<file path="config.mk">
export PLATFORM = sky130hd
export DESIGN_NAME = bi_stream_to_binary_flat
export DESIGN_NICKNAME = d
export VERILOG_FILES = /design/src/rtl/bi_stream_to_binary_if.sv /design/src/rtl/bi_stream_to_binary.sv /design/src/flat_wrapper.sv
export SDC_FILE = /design/constraint.sdc
export NUM_CORES = 1
export LEC_CHECK = 0
export CAP_MARGIN = 0
export CORE_MARGIN = 1.5
export CORE_UTILIZATION = 45
export DETAILED_ROUTE_END_ITERATION = 16
export GPL_TIMING_DRIVEN = 0
export PLACE_DENSITY = 0.75
export SETUP_SLACK_MARGIN = 0.1
export SYNTH_ARGS = -nofsm -noshare
export SYNTH_HDL_FRONTEND = slang
export SYNTH_SLANG_ARGS = --single-unit
</file>
<file path="constraint.sdc">
create_clock -name clk -period 1.7 [get_ports clk]
set_input_delay 0.34 -clock clk [delete_from_list [all_inputs] [get_ports clk]]
set_output_delay 0.34 -clock clk [all_outputs]
set_load 0.05 [all_outputs]
</file>
<file path="src/rtl/bi_stream_to_binary_if.sv">
// Stream-in / result-out bundle for the bipolar stochastic bitstream counter.
// The slave modport is the counter's own view; the master is the environment driving it.
interface bi_stream_to_binary_if #(
    parameter int unsigned LOGLEN = 8
);
    logic                     in_valid;
    logic                     in;
    logic                     out_valid;
    logic                     out_ready;
    logic signed [LOGLEN+1:0] out_data;
    logic        [LOGLEN:0]   out_ones;
    logic                     overrun;

    modport master (
        output in_valid, in, out_ready,
        input  out_valid, out_data, out_ones, overrun
    );

    modport slave (
        input  in_valid, in, out_ready,
        output out_valid, out_data, out_ones, overrun
    );
endinterface

</file>
<file path="src/rtl/bi_stream_to_binary.sv">
// Counts 1s over windows of 2^LOGLEN accepted bipolar bits and emits 2*ones - N
// through a single-entry result register with a valid/ready handshake.
module bi_stream_to_binary #(
    parameter int unsigned LOGLEN = 8
) (
    input logic                  clk,
    input logic                  rst_n,
    input logic                  clr,
    bi_stream_to_binary_if.slave bus
);
    localparam logic [0:0]        ACCUM = 1'b0;
    localparam logic [0:0]        HOLD  = 1'b1;
    localparam logic [LOGLEN+1:0] NVAL  = {2'b01, {LOGLEN{1'b0}}};

    logic [0:0]        state;
    logic [LOGLEN-1:0] cnt;
    logic [LOGLEN:0]   ones;
    logic [LOGLEN:0]   fin;
    logic [LOGLEN:0]   res_ones;
    logic [LOGLEN+1:0] res_data;
    logic [LOGLEN+1:0] data_next;
    logic              ovr;
    logic              done;
    logic              xfer;

    always_comb begin
        fin       = ones + {{LOGLEN{1'b0}}, bus.in};
        // Modular subtraction at LOGLEN+2 bits yields the correct two's-complement value.
        data_next = {fin, 1'b0} - NVAL;
        done      = bus.in_valid & ~clr & (cnt == {LOGLEN{1'b1}});
        xfer      = (state == HOLD) & bus.out_ready;
    end

    always_ff @(posedge clk) begin
        if (!rst_n) begin
            state    <= ACCUM;
            cnt      <= '0;
            ones     <= '0;
            res_ones <= '0;
            res_data <= '0;
            ovr      <= 1'b0;
        end else begin
            if (clr) begin
                cnt  <= '0;
                ones <= '0;
                ovr  <= 1'b0;
            end else if (bus.in_valid) begin
                cnt  <= cnt + LOGLEN'(1);
                ones <= done ? '0 : fin;
                if (done && (state == HOLD) && !bus.out_ready) begin
                    ovr <= 1'b1;
                end
            end

            // The result register ignores clr so a pending result survives a restart.
            if (done) begin
                res_ones <= fin;
                res_data <= data_next;
                state    <= HOLD;
            end else if (xfer) begin
                state <= ACCUM;
            end
        end
    end

    assign bus.out_valid = (state == HOLD);
    assign bus.out_data  = res_data;
    assign bus.out_ones  = res_ones;
    assign bus.overrun   = ovr;
endmodule

</file>
<file path="src/flat_wrapper.sv">
// flat-port wrapper written by rule: the top's interface ports become plain ports
module bi_stream_to_binary_flat 
#(
    parameter int unsigned LOGLEN = 8
)
  (clk, rst_n, clr, bus_in_valid, bus_in, bus_out_ready, bus_out_valid, bus_out_data, bus_out_ones, bus_overrun);
  bi_stream_to_binary_if #(.LOGLEN(LOGLEN)) bus_i ();
  input logic clk;
  input logic rst_n;
  input logic clr;
  input wire logic [$bits(bus_i.in_valid)-1:0] bus_in_valid;
  input wire logic [$bits(bus_i.in)-1:0] bus_in;
  input wire logic [$bits(bus_i.out_ready)-1:0] bus_out_ready;
  output wire logic [$bits(bus_i.out_valid)-1:0] bus_out_valid;
  output wire logic [$bits(bus_i.out_data)-1:0] bus_out_data;
  output wire logic [$bits(bus_i.out_ones)-1:0] bus_out_ones;
  output wire logic [$bits(bus_i.overrun)-1:0] bus_overrun;
  assign bus_i.in_valid = bus_in_valid;
  assign bus_i.in = bus_in;
  assign bus_i.out_ready = bus_out_ready;
  assign bus_out_valid = bus_i.out_valid;
  assign bus_out_data = bus_i.out_data;
  assign bus_out_ones = bus_i.out_ones;
  assign bus_overrun = bus_i.overrun;
  bi_stream_to_binary #(.LOGLEN(LOGLEN)) u_core (.clk(clk), .rst_n(rst_n), .clr(clr), .bus(bus_i));
endmodule
</file>
==> flow_summary.ini <==
[setup_path]
worst_ep_arrival_time_ps = 1820
path_class = primary input to flip-flop
cp-start-kind = primary input
worstPathMaxFanout = 10
r2r_cells = 5
worstSetupEndpointType = flip-flop
critPathRequiredTime_ps = 1930

[power]
power_w = 0.001183
ir_drop_mv = 0.4616
power.static_leakage_nw = 0.7170
p_per_area_nw_per_um2 = 628.5

[die]
ios = 27
die_x_microns = 58.56
coreArea_sq_um = 2853
rows = 19
die_h_microns = 58.56
die-area_sq_um = 3429
initial_core_util_pct = 48.68

[synth]
yosys_warnings = 0
yosys.area.top_type = dfxtp_1
async_flop_share_pct = 0
synthAdderAreaFrac_pct = 2.703
synthCells = 166
yosysMostFrequentCell = dfxtp_1
ys_seq_area_share_pct = 43.24
synth-edff-count = 0
synth-simple-area-share_pct = 26.67
synth_top_cells_by_area = dfxtp_1 (43%), nand2_1 (5.4%), buf_4 (4.9%), a21oi_1 (4.7%), nor3_1 (4.7%)
yosys-top-cells-count = dfxtp_1 (30), nand2_1 (20), nor2_1 (17)
synth-xor-area-share_pct = 4.414
syn_area_sq_um = 1389
synth_compound_area_share_pct = 14.23
ys.flop_type = dfxtp_1
synthMuxAreaShare_pct = 0.7207
synth.top_cell.area_share_pct = 43.24
synth_seq_cells = 30
synthDistinctLibCells = 36
synth_area_per_cell_sq_um = 8.366
synth_top_family_by_area = simple AND/OR/NAND/NOR gates
synth_fp_nets = 175

[global_routing]
antenna_found_initial = 0
gr-total-overflow = 0
grt_max_degree = 11
grt_usage_pct = 20.69
grt_pass1_wl_mm = 5.223
first_global_vias = 1167

[cells_and_area]
fillCellCount = 253
diodes = 0
area.growth.synth_to_final_pct = 35.50
fin_cells = 233
fin_nets = 212
drive_gt1_share_pct = 25.74

[clock_network]
htreeDepth = 2
cts_buffers = 5
clock_path_buffers = 2
clkTransAtPathRegs_ps = 80
cts_root_buf = clkbuf_4
clk_latency_ps = 330
postCtsHoldBufs = 0
cts_tree = built
clock-sinks = 30

[route]
drt_iter0_drc = 31
drc_errors = 0
drt_pass1_iterations = 4
via_count = 1312
routed_wl_mm = 3.218
drtAntennaViolNets = 0
routed_via_density = 5.631
wire_per_inst_microns = 13.81

[placement]
finalWeightedCongestion = 0.7854
place_ws_ps = -518.1
hpwl_mm = 2.192
dp.cells = 222
io_buffers = 25

[timing]
clock.fmax_ghz = 0.6307
skew_ps = 12.42
finalSetupViolCount = 0
finalCritPeriodShare_pct = 93.27
rsz0062_at_grt = yes
finalHoldViolCount = 0
finalMaxSlewViolations = 0
relSlewSlack_pct = 64.82
worst_pin_slew_ps = 527.7
fin_crit_ps = 1586
fin_ws_ps = 114.3

[worst_hold_path]
hold_depth = 2
hold_path.class = flip-flop to flip-flop

[outcome]
status = finished clean

[flow_run]
drv_cap = 0
[power breakdown]
group	total [W]	switching [W]	internal, W
sequential	0.000707	0.00000306	0.000704
combinational	0.0000617	0.0000367	0.0000250
clock	0.000414	0.000228	0.000186
total	0.00118	0.000268	0.000915
[placed cells by master, fill, tap and decap left out, drive strengths merged, types with 2 or more instances in the layout]
cell type,count
a211oi,2
a21oi,13
a31oi,2
buf,16
clkbuf,13
clkdlybuf4s15,12
clkdlybuf4s50,3
dfxtp,30
dlygate4sd2,8
ha,3
inv,2
nand2,20
nand3,9
nand4,5
nor2,17
nor3,13
o211a,2
o211ai,3
o21a,3
o21ai,3
or3,3
xnor2,4
xor2,3
[path summary, 6_finish.rpt]
kind	slack, ps	end	start
setup / recovery	110	u_core.bus.out_data[9]	clr
hold / removal	460	u_core.bus.overrun	u_core.bus.overrun
setup reg to reg	140	u_core.ones[7]	u_core.ones[0]
hold reg to reg	460	u_core.bus.overrun	u_core.bus.overrun
[logic make-up after synthesis]
kind of cell | count (synthesis)
adder cells (fa/ha/maj) | 3
AO/OA/AOI/OAI | 30
other | 1
AND/OR/NAND/NOR | 75
flip-flops | 30
buffers and inverters | 19
XOR/XNOR | 7
multiplexers | 1
[registers in the layout, summed over array words and instances (netlist names)]
signal                flops
u_core.ones               9
u_core.bus.out_valid      1
u_core.bus.out_ones       9
u_core.bus.out_data       2
u_core.bus.overrun        1
u_core.cnt                8
[per-layer routing]
layer | part of all wire, % | GRT usage (%)
met1 | 40 | 22.96
met2 | 52 | 35.63
met3 | 5.3 | 7.253
met5 | 0 | 0
met4 | 2.2 | 8.970
[final cells by class]
type	instances	area (sq um)	share of cell area (%)
plain buffers	16	107.6	5.718
clock buffers	6	51.30	2.726
inverters	3	11.26	0.5984
multi-input cells	117	788.3	41.89
flip-flops and latches	30	609.3	32.38
well taps	31	38.79	2.061
repair buffers	30	275.3	14.63
[what timing repair did]
action / in CTS / in global routing
hold endpoints to repair: 0 / 0
cloned: 0 / 0
pin swaps: 4 / 3
buffers inserted: 3 / 2
endpoints found under the setup margin: 42 / 31
gates resized for setup: 53 / 22
[critical path: stages]
cell and delay [ps]:
clkdlybuf4s50_1 410, and3b_1 230, or3b_4 390, buf_6 150, o41ai_2 300
[through the flow]
stage | area [sq um] | TNS (ps) | hold WS [ps] | utilization (%)
floorplan | 1399 | 0 | 444.8 | -
global placement | 1688 | -8828 | 444.3 | 59.17
detailed placement | 1688 | -9576 | 458.1 | 59.17
CTS | 1831 | 0 | 469.9 | 64.17
global route | 1882 | 0 | 506.6 | 65.96
finish | 1882 | 0 | 464.3 | 65.96
No activity file was read; power rests on OpenSTA's default activity.
